===== src/rtl/lms_mac_engine.sv =====
// Sequential LMS multiply-accumulate engine: sample delay line, weight file, one tap per cycle.
// Define LMS_MAC_SAT_EN to saturate each accumulate step to the 64-bit signed bounds.
module lms_mac_engine #(
    parameter int DATA_W = 32,
    parameter int TAPS   = 16,
    parameter int IDX_W  = 4
) (
    input  logic              clk,
    input  logic              rst_n,
    input  logic              sample_valid,
    input  logic [DATA_W-1:0] sample_in,
    input  logic              w_wr_en,
    input  logic [IDX_W-1:0]  w_wr_addr,
    input  logic [DATA_W-1:0] w_wr_data,
    input  logic              ovr_clr,
    output logic [63:0]       acc_out,
    output logic              acc_valid,
    output logic              busy,
    output logic              overrun
);

    typedef enum logic [1:0] {
        IDLE,
        MAC,
        DONE
    } state_t;

    localparam logic [IDX_W-1:0] LAST_TAP = IDX_W'(TAPS - 1);

    state_t state, state_nxt;

    logic signed [DATA_W-1:0] x_line [TAPS];
    logic signed [DATA_W-1:0] w_mem  [TAPS];
    logic signed [63:0]       acc;
    logic signed [63:0]       prod;
    logic signed [63:0]       acc_nxt;
    logic [IDX_W-1:0]         k;
    logic                     accept;
    logic                     drop;

    assign accept = (state == IDLE) && sample_valid;
    assign drop   = (state != IDLE) && sample_valid;

    always_ff @(posedge clk or negedge rst_n) begin
        if (!rst_n) begin
            state <= IDLE;
        end else begin
            state <= state_nxt;
        end
    end

    always_comb begin
        state_nxt = state;
        case (state)
            IDLE: if (sample_valid) state_nxt = MAC;
            MAC:  if (k == LAST_TAP) state_nxt = DONE;
            DONE: state_nxt = IDLE;
            default: state_nxt = IDLE;
        endcase
    end

    always_comb begin
        busy = (state == MAC) || (state == DONE);
    end

    // Operands are sign-extended to 64 bits first, so the 64-bit product equals the full-precision one.
    always_comb begin
        prod = 64'(w_mem[k]) * 64'(x_line[k]);
    end

`ifdef LMS_MAC_SAT_EN
    logic signed [63:0] sum;

    always_comb begin
        sum     = acc + prod;
        acc_nxt = sum;
        if ((acc[63] == prod[63]) && (sum[63] != acc[63])) begin
            acc_nxt = acc[63] ? 64'sh8000_0000_0000_0000 : 64'sh7FFF_FFFF_FFFF_FFFF;
        end
    end
`else
    always_comb begin
        acc_nxt = acc + prod;
    end
`endif

    always_ff @(posedge clk or negedge rst_n) begin
        if (!rst_n) begin
            for (int i = 0; i < TAPS; i++) begin
                x_line[i] <= '0;
            end
        end else if (accept) begin
            for (int i = TAPS - 1; i > 0; i--) begin
                x_line[i] <= x_line[i-1];
            end
            x_line[0] <= sample_in;
        end
    end

    // Writes land at the edge, so a MAC step reading the same index this cycle still sees the old weight.
    always_ff @(posedge clk or negedge rst_n) begin
        if (!rst_n) begin
            for (int i = 0; i < TAPS; i++) begin
                w_mem[i] <= '0;
            end
        end else if (w_wr_en && (int'(w_wr_addr) < TAPS)) begin
            w_mem[w_wr_addr] <= w_wr_data;
        end
    end

    always_ff @(posedge clk or negedge rst_n) begin
        if (!rst_n) begin
            acc       <= '0;
            k         <= '0;
            acc_out   <= '0;
            acc_valid <= 1'b0;
        end else begin
            acc_valid <= (state == DONE);
            if (accept) begin
                acc <= '0;
                k   <= '0;
            end else if (state == MAC) begin
                acc <= acc_nxt;
                k   <= k + 1'b1;
            end
            if (state == DONE) begin
                acc_out <= acc;
            end
        end
    end

    // A dropped sample sets the flag even when a clear arrives in the same cycle.
    always_ff @(posedge clk or negedge rst_n) begin
        if (!rst_n) begin
            overrun <= 1'b0;
        end else if (drop) begin
            overrun <= 1'b1;
        end else if (ovr_clr) begin
            overrun <= 1'b0;
        end
    end

endmodule

===== config.mk =====
export PLATFORM = sky130hd
export DESIGN_NAME = lms_mac_engine
export DESIGN_NICKNAME = d
export VERILOG_FILES = /design/src/rtl/lms_mac_engine.sv
export SDC_FILE = /design/constraint.sdc
export NUM_CORES = 2
export LEC_CHECK = 0
export ABC_AREA = 1
export ABC_CLOCK_PERIOD_IN_PS = 9900
export CAP_MARGIN = 20
export CELL_PAD_IN_SITES_DETAIL_PLACEMENT = 2
export CELL_PAD_IN_SITES_GLOBAL_PLACEMENT = 2
export CORE_ASPECT_RATIO = 1.1
export CORE_MARGIN = 4
export CORE_UTILIZATION = 28
export CTS_CLUSTER_SIZE = 16
export DETAILED_ROUTE_END_ITERATION = 6
export PLACE_DENSITY = 0.67
export SYNTH_ARGS = -nofsm -noshare
export SYNTH_HDL_FRONTEND = slang
export SYNTH_SLANG_ARGS = --single-unit

===== constraint.sdc =====
create_clock -name clk -period 9.9 [get_ports clk]
set_input_delay 1.98 -clock clk [delete_from_list [all_inputs] [get_ports clk]]
set_output_delay 1.98 -clock clk [all_outputs]
set_load 0.1 [all_outputs]

==> impl_metrics.tcl <==
set metrics [dict create \
    crit_arrival_ps 10220 \
    async_reset_ff_share_pct 100 \
    synth.top_cell.area_share_pct 31.1 \
    cts_buffer_depth 4 \
    synthXorXnorAreaFrac_pct 0.0281 \
    cts_tree "yes" \
    synth_edf_count 0 \
    first_iter_violations 4007 \
    seq_area_um2 29000 \
    ys_ff_latch 1160 \
    syn_inst 11368 \
    max_cap_violations 0 \
    yosysWarnings 0 \
    r2r_start "k[1]" \
    dp.cells 15446 \
    coreArea_um2 332000 \
    use_met2_pct 38.1 \
    cp.required_ps 10560 \
    multi_input_area_um2 52400 \
    setup_viol 0 \
    cp_slowest_cell "fa_1" \
    grt-ovfl-total 0 \
    areaGrowthSynthToFinish_pct 12.7 \
    vias 76493 \
    cp-end-kind "flip-flop" \
    hold-path-endpoint "w_mem[361]" \
    io_pins 140 \
    timing.final.crit_period_ps 9560 \
    drive_gt1_share_pct 5.35 \
    grt_pass1_wl_um 548000 \
    start_util_pct 28.1 \
    tns_ps 0 \
    synth.avg_cell_area_um2 8.21 \
    grt_max_degree 274 \
    crit_top_cell "fa_1" \
    first_pass_iters 7 \
    period_share_pct 96.5 \
    seq_area_frac_synth_pct 31.1 \
    drtAntennaViolNets 0 \
    dpl.hpwl_um 252000 \
    clkLatencyLatePin_ps 850 \
    vias_per_cell 4.86 \
    skew_ps 77.0 \
    grt_busiest_layer "met2" \
    synth_top_family_by_area "adder cells" \
    holdCritPathClass "reg -> reg" \
    hp-start "w_mem[361]" \
    routedWlPerCell_um 22.4 \
    cts_buffers 152 \
    r2r_slack_ps 340 \
    clock.fmax_mhz 105 \
    nFillCells 37646 \
    fin_nets 12756 \
    worst_setup_path_start_kind "flip-flop" \
    row_count 222 \
    synth_simple_gate_area_share_pct 13.5 \
    hold_viol 0 \
    worst-path-buf-inv 10 \
    grtUsageTotal_pct 20.6 \
    hold_slack_ps 477 \
    timing.rr.end "acc[47]" \
    criticalPathCategory "reg -> reg" \
    clk_transition_reported_paths_ps 60 \
    holdBufCountCts 0 \
    grtUsageMet1_pct 25.7 \
    crit_family "adder cells" \
    die_h_um 614 \
    synth_top_cells_by_area "dfrtp_1, fa_1, nand2_1, inv_1, o21ai_0" \
    cts-root-buf "clkbuf_16" \
    grt_pass1_vias 89848 \
    maxSlewHeadroom_pct 24.4 \
    dieArea_um2 343000 \
    synth_nets 12873 \
    finalNonFillerCells 15740 \
    slowest_delay_ps 640 \
    post-route-drc-count 0 \
    fp.dieW_um 559 \
    worst_pin_slew_ps 1120 \
    htreeDepth 4 \
    drt-total-wl_um 353000 \
    synth.largest_area_cell "dfrtp_1" \
    outcome "complete, no violations" \
    place.gp.congestion 0.881 \
    synthFlopType "dfrtp_1" \
    synthAdderAreaFrac_pct 28.9 \
    synthMuxAreaShare_pct 0 \
    cp_max_fo 42 \
    slew_viol_final 0 \
    synth_area_um2 93400 \
    synth.distinct_cells 42 \
    whs_path_depth 2 \
    port_buffers 139 \
    numClockSinks 1160 \
    use_met3_pct 1.93 \
    rr_worst_depth 33 \
    rsz0062_at_grt "yes" \
    synth-compound-area-share_pct 13.3 \
    antenna_found_initial 21 \
]
-- cells in the mapped netlist (4+ instances only) --
library cell     n
a311o_2          8
nand3b_1         5
ha_1           222
o22ai_1         19
dfrtp_1       1160
inv_1         2427
clkbuf_1       330
inv_2           53
o21ai_1         31
nand3_1        250
o221ai_1        23
o211ai_1         9
or2_2            4
a21oi_1        670
o21ai_0       1607
nor3_1          12
buf_6           30
buf_1           38
buf_4            9
a311o_1         22
nand4_1         27
nor2_1         305
o21bai_1        18
buf_2          224
fa_1          1210
nand2_1       2632
-- registers in the layout, indices dropped and copies added (netlist names) --
register and flops:
acc 64, state 2, w_mem 512, acc_out 64, x_line 512, overrun 1
acc_valid 1, k 4
-- final cells by class --
type	count	share of cell area (%)
Timing Repair Buffer	361	3.73
Clock inverter	42	0.404
Multi-Input combinational cell	7093	49.8
Tap cell	4368	5.19
Clock buffer	228	4.36
Antenna cell	5	0.0119
Sequential cell	1160	27.6
Inverter	2483	8.91
-- worst max-delay path by stage --
stage / cells after the start / end / slack [ps] / startpoint
5_1_grt: 36 / acc[63] / -80 / k[1]
3_3_place_gp: 33 / acc[47] / 180 / k[1]
6_report: 33 / acc[47] / 340 / k[1]
2_1_floorplan: 41 / acc[44] / 1120 / k[0]
3_5_place_dp: 33 / acc[47] / 110 / k[1]
4_1_cts: 33 / acc[47] / 30 / k[1]
-- layer usage --
layer  share of wire [%]  vias up
met2                  52      964
met4                 2.6        6
met1                  42    41004
met3                 3.3      413
li1                    -    34106
met5               0.011        -
-- kinds of logic after synthesis --
| kind of cell | after synthesis |
|---|---|
| buffers and inverters | 3116 |
| XOR/XNOR | 3 |
| flip-flops | 1160 |
| adder cells (fa/ha/maj) | 1432 |
| AND/OR/NAND/NOR | 3243 |
| AO/OA/AOI/OAI | 2414 |
-- tightest hold or removal path: stages (launching register included) --
cell,delay [ps]
dfrtp_1,340
nand2_1,50
o21ai_0,60
-- repair_timing --
action                                  4_1_cts  5_1_grt
resized for setup                             0       24
hold endpoints to repair                      0        0
setup buffers                                 0       13
endpoints found under the setup margin        0       30
-- stage by stage --
stage / setup WS, ps / instance area [µm²] / utilization [%]
after global placement: 180 / 99800 / 30.0
after CTS: 29.0 / 105000 / 31.5
after global routing: -79.2 / 105000 / 31.7
after detailed placement: 107 / 99800 / 30.0
final: 342 / 105000 / 31.7
after floorplan: 1120 / 93400 / -
-- cell usage in the layout, fill, tap and decap left out, drive strengths merged, types with 9 or more instances in the layout --
cell           instances
nand2               2632
inv                 2485
o21ai               1638
fa                  1210
dfrtp               1160
a21oi                670
nor2                 305
nand3                252
clkbuf               233
ha                   222
buf                  219
clkdlybuf4s50        137
a311o                 31
clkinv                28
nand4                 27
o221ai                23
o22ai                 19
o21bai                18
nor3                  12
o211ai                 9
Power is left out: the tool's default activity adds up to more than one toggle a clock period on the data nets, which glitch-free logic cannot reach.
